$ cat src/rtl/game_state_ctrl_if.sv
// game_state_ctrl_if: link between the game controller and the scroll/scoring stage
interface game_state_ctrl_if;
  logic        hit;
  logic        missed;
  logic [22:0] diff;
  logic        play_en;
  logic        game_clr;
  modport master (input hit, missed, output diff, play_en, game_clr);
  modport slave (output hit, missed, input diff, play_en, game_clr);
endinterface

$ cat src/rtl/game_state_ctrl.sv
// game_state_ctrl: start sync, game FSM, lives/streak/level bookkeeping and difficulty select
module game_state_ctrl #(
  parameter int MAX_LIVES      = 3,
  parameter int HITS_PER_LEVEL = 16,
  parameter int SONG_HITS      = 64,
  parameter int COUNTDOWN_CYC  = 10_000_000,
  parameter int DIFF_L0        = 6_000_000,
  parameter int DIFF_L1        = 4_500_000,
  parameter int DIFF_L2        = 3_000_000,
  parameter int DIFF_L3        = 1_500_000
) (
  input  logic       clk,
  input  logic       n_rst,
  input  logic       start,
  game_state_ctrl_if.master gi,
  output logic [2:0] state,
  output logic [2:0] lives,
  output logic [7:0] streak,
  output logic [7:0] best_streak,
  output logic [1:0] level,
  output logic       win,
  output logic       lose
);
  typedef enum logic [2:0] {IDLE = 3'd0, COUNTDOWN = 3'd1, PLAY = 3'd2, WIN = 3'd3, LOSE = 3'd4} state_t;
  localparam logic [31:0] CD_LAST = 32'(COUNTDOWN_CYC - 1);
  localparam logic [31:0] HPL     = 32'(HITS_PER_LEVEL);
  localparam logic [7:0]  SONG    = 8'(SONG_HITS);
  localparam logic [2:0]  LIVES0  = 3'(MAX_LIVES);
  state_t      st;
  logic        s0, s1, s2, v0, armed, start_evt, clr;
  logic [2:0]  lives_r, lives_nxt;
  logic [7:0]  streak_r, streak_nxt, best_r, hit_cnt, hit_nxt;
  logic [1:0]  level_r, lvl_nxt;
  logic [31:0] cd_cnt, lvl_q;
  // armed only after start is seen low post-reset, so a button held through reset is not a press
  always_ff @(posedge clk or negedge n_rst)
    if (!n_rst) {s0, s1, s2, v0, armed} <= '0;
    else begin
      s0    <= start;
      s1    <= s0;
      s2    <= s1;
      v0    <= 1'b1;
      armed <= armed | (v0 & ~s0);
    end
  assign start_evt = s1 & ~s2 & armed;
  always_comb begin
    hit_nxt    = hit_cnt + 8'(gi.hit && hit_cnt != 8'hff);
    streak_nxt = gi.missed ? 8'd0 : streak_r + 8'(gi.hit && streak_r != 8'hff);
    lives_nxt  = lives_r - 3'(gi.missed && lives_r != 3'd0);
    lvl_q      = 32'(hit_nxt) / HPL;
    lvl_nxt    = lvl_q > 32'd3 ? 2'd3 : lvl_q[1:0];
  end
  always_ff @(posedge clk or negedge n_rst)
    if (!n_rst) begin
      st       <= IDLE;
      lives_r  <= '0;
      streak_r <= '0;
      best_r   <= '0;
      level_r  <= '0;
      hit_cnt  <= '0;
      clr      <= 1'b0;
      cd_cnt   <= '0;
    end else begin
      clr <= 1'b0;
      case (st)
        IDLE: if (start_evt) begin
          st       <= COUNTDOWN;
          clr      <= 1'b1;
          lives_r  <= LIVES0;
          streak_r <= '0;
          hit_cnt  <= '0;
          level_r  <= '0;
          cd_cnt   <= '0;
        end
        COUNTDOWN: begin
          cd_cnt <= cd_cnt + 32'd1;
          if (cd_cnt == CD_LAST) st <= PLAY;
        end
        PLAY: begin
          hit_cnt  <= hit_nxt;
          streak_r <= streak_nxt;
          lives_r  <= lives_nxt;
          level_r  <= lvl_nxt;
          if (streak_nxt > best_r) best_r <= streak_nxt;
          // losing the last life takes priority over completing the song
          if (lives_nxt == 3'd0) st <= LOSE;
          else if (gi.hit && hit_nxt == SONG) st <= WIN;
        end
        WIN, LOSE: if (start_evt) st <= IDLE;
        default: st <= IDLE;
      endcase
    end
  assign state       = st;
  assign lives       = lives_r;
  assign streak      = streak_r;
  assign best_streak = best_r;
  assign level       = level_r;
  assign win         = st == WIN;
  assign lose        = st == LOSE;
  assign gi.play_en  = st == PLAY;
  assign gi.game_clr = clr;
  assign gi.diff     = level_r == 2'd0 ? 23'(DIFF_L0) :
                       level_r == 2'd1 ? 23'(DIFF_L1) :
                       level_r == 2'd2 ? 23'(DIFF_L2) : 23'(DIFF_L3);
endmodule

$ cat src/flat_wrapper.sv
// flat-port wrapper written by rule: the top's interface ports become plain ports
module game_state_ctrl_flat 
#(
  parameter int MAX_LIVES      = 3,
  parameter int HITS_PER_LEVEL = 16,
  parameter int SONG_HITS      = 64,
  parameter int COUNTDOWN_CYC  = 10_000_000,
  parameter int DIFF_L0        = 6_000_000,
  parameter int DIFF_L1        = 4_500_000,
  parameter int DIFF_L2        = 3_000_000,
  parameter int DIFF_L3        = 1_500_000
)
  (clk, n_rst, start, state, lives, streak, best_streak, level, win, lose, gi_hit, gi_missed, gi_diff, gi_play_en, gi_game_clr);
  game_state_ctrl_if gi_i ();
  input  logic clk;
  input  logic n_rst;
  input  logic start;
  output logic [2:0] state;
  output logic [2:0] lives;
  output logic [7:0] streak;
  output logic [7:0] best_streak;
  output logic [1:0] level;
  output logic win;
  output logic lose;
  input wire logic [$bits(gi_i.hit)-1:0] gi_hit;
  input wire logic [$bits(gi_i.missed)-1:0] gi_missed;
  output wire logic [$bits(gi_i.diff)-1:0] gi_diff;
  output wire logic [$bits(gi_i.play_en)-1:0] gi_play_en;
  output wire logic [$bits(gi_i.game_clr)-1:0] gi_game_clr;
  assign gi_i.hit = gi_hit;
  assign gi_i.missed = gi_missed;
  assign gi_diff = gi_i.diff;
  assign gi_play_en = gi_i.play_en;
  assign gi_game_clr = gi_i.game_clr;
  game_state_ctrl #(.MAX_LIVES(MAX_LIVES), .HITS_PER_LEVEL(HITS_PER_LEVEL), .SONG_HITS(SONG_HITS), .COUNTDOWN_CYC(COUNTDOWN_CYC), .DIFF_L0(DIFF_L0), .DIFF_L1(DIFF_L1), .DIFF_L2(DIFF_L2), .DIFF_L3(DIFF_L3)) u_core (.clk(clk), .n_rst(n_rst), .start(start), .gi(gi_i), .state(state), .lives(lives), .streak(streak), .best_streak(best_streak), .level(level), .win(win), .lose(lose));
endmodule
$ cat config.mk
export PLATFORM = sky130hd
export DESIGN_NAME = game_state_ctrl_flat
export DESIGN_NICKNAME = d
export VERILOG_FILES = /design/src/rtl/game_state_ctrl_if.sv /design/src/rtl/game_state_ctrl.sv /design/src/flat_wrapper.sv
export SDC_FILE = /design/constraint.sdc
export NUM_CORES = 1
export LEC_CHECK = 0
export BUFFER_PORTS_ARGS = -buffer_cell sky130_fd_sc_hd__buf_4
export CORE_MARGIN = 8
export CORE_UTILIZATION = 60
export DETAILED_ROUTE_END_ITERATION = 16
export PLACE_DENSITY = 0.93
export SYNTH_ARGS = -nofsm -noshare
export SYNTH_HDL_FRONTEND = slang
export SYNTH_SLANG_ARGS = --single-unit
$ cat constraint.sdc
create_clock -name clk -period 5 [get_ports clk]
set_input_delay 0.5 -clock clk [delete_from_list [all_inputs] [get_ports clk]]
set_output_delay 0.5 -clock clk [all_outputs]
set_load 0.03 [all_outputs]
# Word-level counts from Yosys, hierarchy flattened
# Cells that the tools add are included.
# W data, S select, Z words.
# word_totals
register_bits	70
latchBits	0
mem_bits_rw	0
rom_bits	0
out_inout_bits	51
mem_count	0
# op_classes
addsub	4
multipliers	0
div_mod_pow	0
magnitude_cmp	2
n_eq_ne	14
shifts	0
mux	22
n_bitwise	6
reduce_logical	15
# ops
cell	count
$pmux W32 S2	1
$mux W23	2
$add A32 B1 Y32 const B	1
$eq A32 B24 Y1 const B	1
$mux W32	1
$pmux W8 S2	2
$mux W22	1
$mux W3	6
$add A8 B1 Y8	2
$mux W8	2
$ne A8 B8 Y1 const B	2
$pmux W3 S4	1
$eq A8 B7 Y1 const B	1
$gt A8 B8 Y1	1
$eq A3 B2 Y1 const B	2
$logic_not A3 Y1	2
$ne A2 B1 Y1 const B	3
$pmux W3 S2	1
$reduce_and A2 Y1	3
$gt A4 B2 Y1 const B	1
$logic_and A1 B1 Y1	4
$mux W2	2
$pmux W2 S2	1
$reduce_and A4 Y1	1
other kinds (14)	19

# Depth between registers and ports, before layout
# logic_depth
depth_word	8
depth_mapped	13
mapped_depth_nobuf	13

# Least setup slack after synthesis
# OpenSTA, ideal clock, no wires.
# synth_timing
path_kind	register to register
start	reg u_core.streak_r[2] (netlist: u_core.streak[2])
end	reg u_core.best_r[1] (netlist: u_core.best_streak[1])
arrival_ps	2891
required_ps	4875
slack_ps	1984
stages_incl_launch_ff	12
path_buffers	0
synth_period_minus_slack_ps	3016
path_cell_list	dfrtp_1 -> and4_1 -> a31oi_1 -> ha_1 -> ha_1 -> nor2b_1 -> ha_1 -> nor2b_1 -> o211ai_1 -> a21oi_1 -> o21ai_2 -> mux2_2
# synth_between
elab_chain_len	6
# synth_rtl
element	line	source
start: declaration	game_state_ctrl.sv:32	logic [7:0] streak_r, streak_nxt, best_r, hit_cnt, hit_nxt;
start signal: assignment	game_state_ctrl.sv:81	streak_r <= streak_nxt;
$ne A8 B8 Y1 *	game_state_ctrl.sv:48	streak_nxt = gi.missed ? 8'd0 : streak_r + 8'(gi.hit && streak_r != 8'hff);
$logic_and A1 B1 Y1 *	game_state_ctrl.sv:48	
$add A8 B1 Y8 *	game_state_ctrl.sv:48	
$mux W8 *	game_state_ctrl.sv:48	
named net u_core.streak_nxt[1]	game_state_ctrl.sv:32	
$gt A8 B8 Y1	game_state_ctrl.sv:84	if (streak_nxt > best_r) best_r <= streak_nxt;
$reduce_and A2 Y1 (no source line)	-	
end signal: assignment	game_state_ctrl.sv:84	
end: declaration	game_state_ctrl.sv:32	
# The timed path passes the listed nets; every way through them passes the cells marked *.
# A chain may end at the register's enable or synchronous reset.

# Worst setup path after layout
# layout_timing
start	reg u_core.streak_r[4] (netlist: u_core.streak[4])
end	reg u_core.best_r[4] (netlist: u_core.best_streak[4])
# layout_between
elab_chain_len	6
# layout_rtl
element	line
$ne A8 B8 Y1	game_state_ctrl.sv:48
$logic_and A1 B1 Y1	game_state_ctrl.sv:48
$add A8 B1 Y8 *	game_state_ctrl.sv:48
$mux W8 *	game_state_ctrl.sv:48
named net u_core.streak_nxt[4]	game_state_ctrl.sv:32
$gt A8 B8 Y1	game_state_ctrl.sv:84
$reduce_and A2 Y1 (no source line)	-
# Marked as above.

==> key figures <==
Status
  • Status: completed

Worst setup path
  • CP max FO: 8
  • Reg2reg path depth: 12
  • Cell family with most CP delay: adder cells
  • Required @ worst endpoint: approximately 5.2 ns
  • CP Launch Type: register
  • Arrival time worst endpoint: around 3.4 ns
  • CP Capture Type: register
  • Critical path's largest stage delay: between 0.4 and 0.5 ns
  • Cell repeated most along the worst path: ha_1
  • Reg2Reg Setup Slack: around 1.8 ns
  • Sum of buffers and inverters on the critical path: 0
  • R2R Path Start: u_core.streak[4]
  • CP Class: register to register
  • Reg2reg end: u_core.best_streak[4]
  • Slowest CP cell: dfrtp_1
  • Crit-path cells: and4_1, a31oi_1, ha_1, ha_1, nand3_1, xor2_1, nor2_1, ha_1, nand4_1, a21oi_1, o21ai_2, mux2_2

Placement
  • GPL Wtd Cong: about 0.86
  • Post-DP HPWL: between 6 and 7 mm
  • Port bufs: 48

Pwr
  • Peak VDD IR: approximately 0.32 mV
  • Leak Pwr: about 2.2 nW
  • Tot Pwr: roughly 2.6 mW
  • Power density cells: 580 nW/um2

Synth
  • Syn. warnings: 0
  • Ys flop type: dfrtp_1
  • Async S/R FF share, synth: 1.00
  • Syn Std Cell Area: around 4000 um2
  • Syn Area/Cell: between 9 and 10 um2
  • Post-synth EDFFs: 0
  • Distinct cells, synth: 53
  • Post-synthesis sequential area ratio: 0.433
  • Cells after Synth: around 440
  • #FFs+latches synth: 70

Detailed routing
  • Vias: ~3.4k
  • Routed WL per cell: between 15 and 20 um
  • First-pass DRT Iterations: 5
  • DRC Markers: 0
  • Final ANT Viol Nets: 0
  • Post-DR vias/cell: about 6.0
  • Total length of routed wires: ~9 mm
  • Initial DRC count: 274

Clock network
  • TritonCTS buffer count: 9
  • CTS tree: yes
  • Hold Buf Count CTS: 0
  • CTS root buf: clkbuf_8
  • Num Clock Sinks: 70
  • Clk pin slew, worst setup/hold paths: ~0.080 ns
  • Post_cts resized: 0
  • H-tree depth: 3
  • Clock latency on the worst-skew pair: between 0.3 and 0.4 ns
  • Post-CTS setup buffers: 0
  • CTS max path bufs: 2

Floorplan
  • Die Wd: a little under 100 um
  • # IOs: between 50 and 60
  • Die Y: roughly 98 um
  • Core area: about 6600 um2
  • Initial Utilization: 0.608
  • Row cnt: 30
  • Die area: 9620 um2

GRT
  • Number of global-route vias before repair: 3299
  • Largest net degree at the start of global routing: slightly above 70
  • Global-route wire length before repair: around 15 mm
  • Overflow after GRT: 0
  • Initial antenna violation count: 0
  • GRT Total Usage: 0.189

Finish
  • Commonest non-fill, non-tap cell in the layout: dfrtp_1
  • ANT cells: 0
  • Layout cells sized above 1: 0.179
  • Finished Core Util: 0.683
  • Nets: 500
  • # fillers: between 400 and 500
  • Syn-to-layout area delta: 12.3%
  • Most frequent cells in the layout: 70 x dfrtp_1, 50 x buf_4, 49 x nand2_1

STA
  • Setup-failing EPs final: 0
  • Max Freq: 0.315 GHz
  • Pins Over Slew Limit: 0
  • Final period util: 0.635
  • Final Hold Vio Count: 0
  • Final Skew: 0.00773 ns
  • Setup_tns: 0 ns
  • Post-route minimum period: between 3 and 4 ns
  • RSZ-0062 raised after global routing: no
  • Max_slew headroom: 0.409
  • Tightest Pin Transition: 0.885 ns

Hold path
  • Worst hold start: start
  • Hold Crit Depth: 1
  • Hold/Removal Path Class: input port to register
  • Hold EP: u_core.s0

Flow run
  • Max cap viols: 0
==> power breakdown <==
group	internal (mW)	leakage (nW)	switching (mW)
clock	0.232	0.0996	0.222
sequential	0.666	0.944	0.134
combinational	0.487	1.14	0.890
total	1.38	2.18	1.25
==> per-stage QoR <==
step | std cells | worst slack, ns | cell area (um2) | hold slack, ns
2_1_floorplan | 447 | 1.98 | 4070 | 0.204
3_3_place_gp | 545 | 2.02 | 4340 | 0.377
3_5_place_dp | 545 | 1.88 | 4340 | 0.390
4_1_cts | 561 | 1.87 | 4540 | 0.253
5_1_grt | 561 | 1.65 | 4540 | 0.250
6_report | 561 | 1.83 | 4540 | 0.259
==> synthesized netlist by cell type, types with 7 or more instances <==
master,instances,area (um2)
o21ai_0,34,170
clkbuf_1,10,37.5
mux2_2,7,78.8
nor2_1,30,113
xor2_1,7,61.3
and3_1,13,81.3
nand4_1,14,87.6
o31ai_1,10,75.1
nand2_1,49,184
buf_4,18,135
ha_1,19,238
dfrtp_1,70,1750
a21oi_1,13,65.1
mux2i_1,14,140
nand3_1,35,175
inv_1,24,90.1
==> state kept, by name, summed over array words and instances (netlist names) <==
name	flops
u_core.armed	1
u_core.best_streak	8
u_core.cd_cnt	32
u_core.gi.game_clr	1
u_core.hit_cnt	8
u_core.level	2
u_core.lives	3
u_core.s0	1
u_core.s1	1
u_core.s2	1
u_core.state	3
u_core.streak	8
u_core.v0	1
==> routing by layer <==
layer	GRT usage	vias to the layer above	wire, um
met5	0	-	0
met4	0.0875	0	172
met3	0.0491	14	605
met2	0.307	122	4270
met1	0.231	1598	3740
li1	-	1616	-
==> logic make-up after synthesis <==
| logic type | synth area share |
|---|---|
| simple gates | 0.234 |
| compound gates | 0.121 |
| flops | 0.433 |
| buf+inv | 0.0715 |
| mux | 0.0542 |
| fa+ha+maj | 0.0588 |
| xor+xnor | 0.0260 |
| other cells | 0.00186 |
==> final cells by class <==
cell class,count,area [um2],share of cell area
clock inverters,7,73.8,0.0163
multi-input cells,321,2020,0.446
well taps,80,100,0.0221
repair buffers,50,375,0.0827
flip-flops and latches,70,1750,0.386
inverters,24,90.1,0.0198
clock buffers,9,124,0.0273
==> worst max-delay path by stage <==
stage	slack, ns	to	depth (start not counted)	from
floorplan	1.98	u_core.best_streak[1]	11	u_core.streak[2]
global placement	2.02	u_core.best_streak[7]	11	u_core.streak[2]
detailed placement	1.88	u_core.best_streak[4]	11	u_core.streak[2]
CTS	1.87	u_core.best_streak[4]	11	u_core.streak[2]
global route	1.65	u_core.best_streak[4]	12	u_core.streak[4]
finish	1.83	u_core.best_streak[4]	12	u_core.streak[4]
No activity file was read; power rests on OpenSTA's default activity.
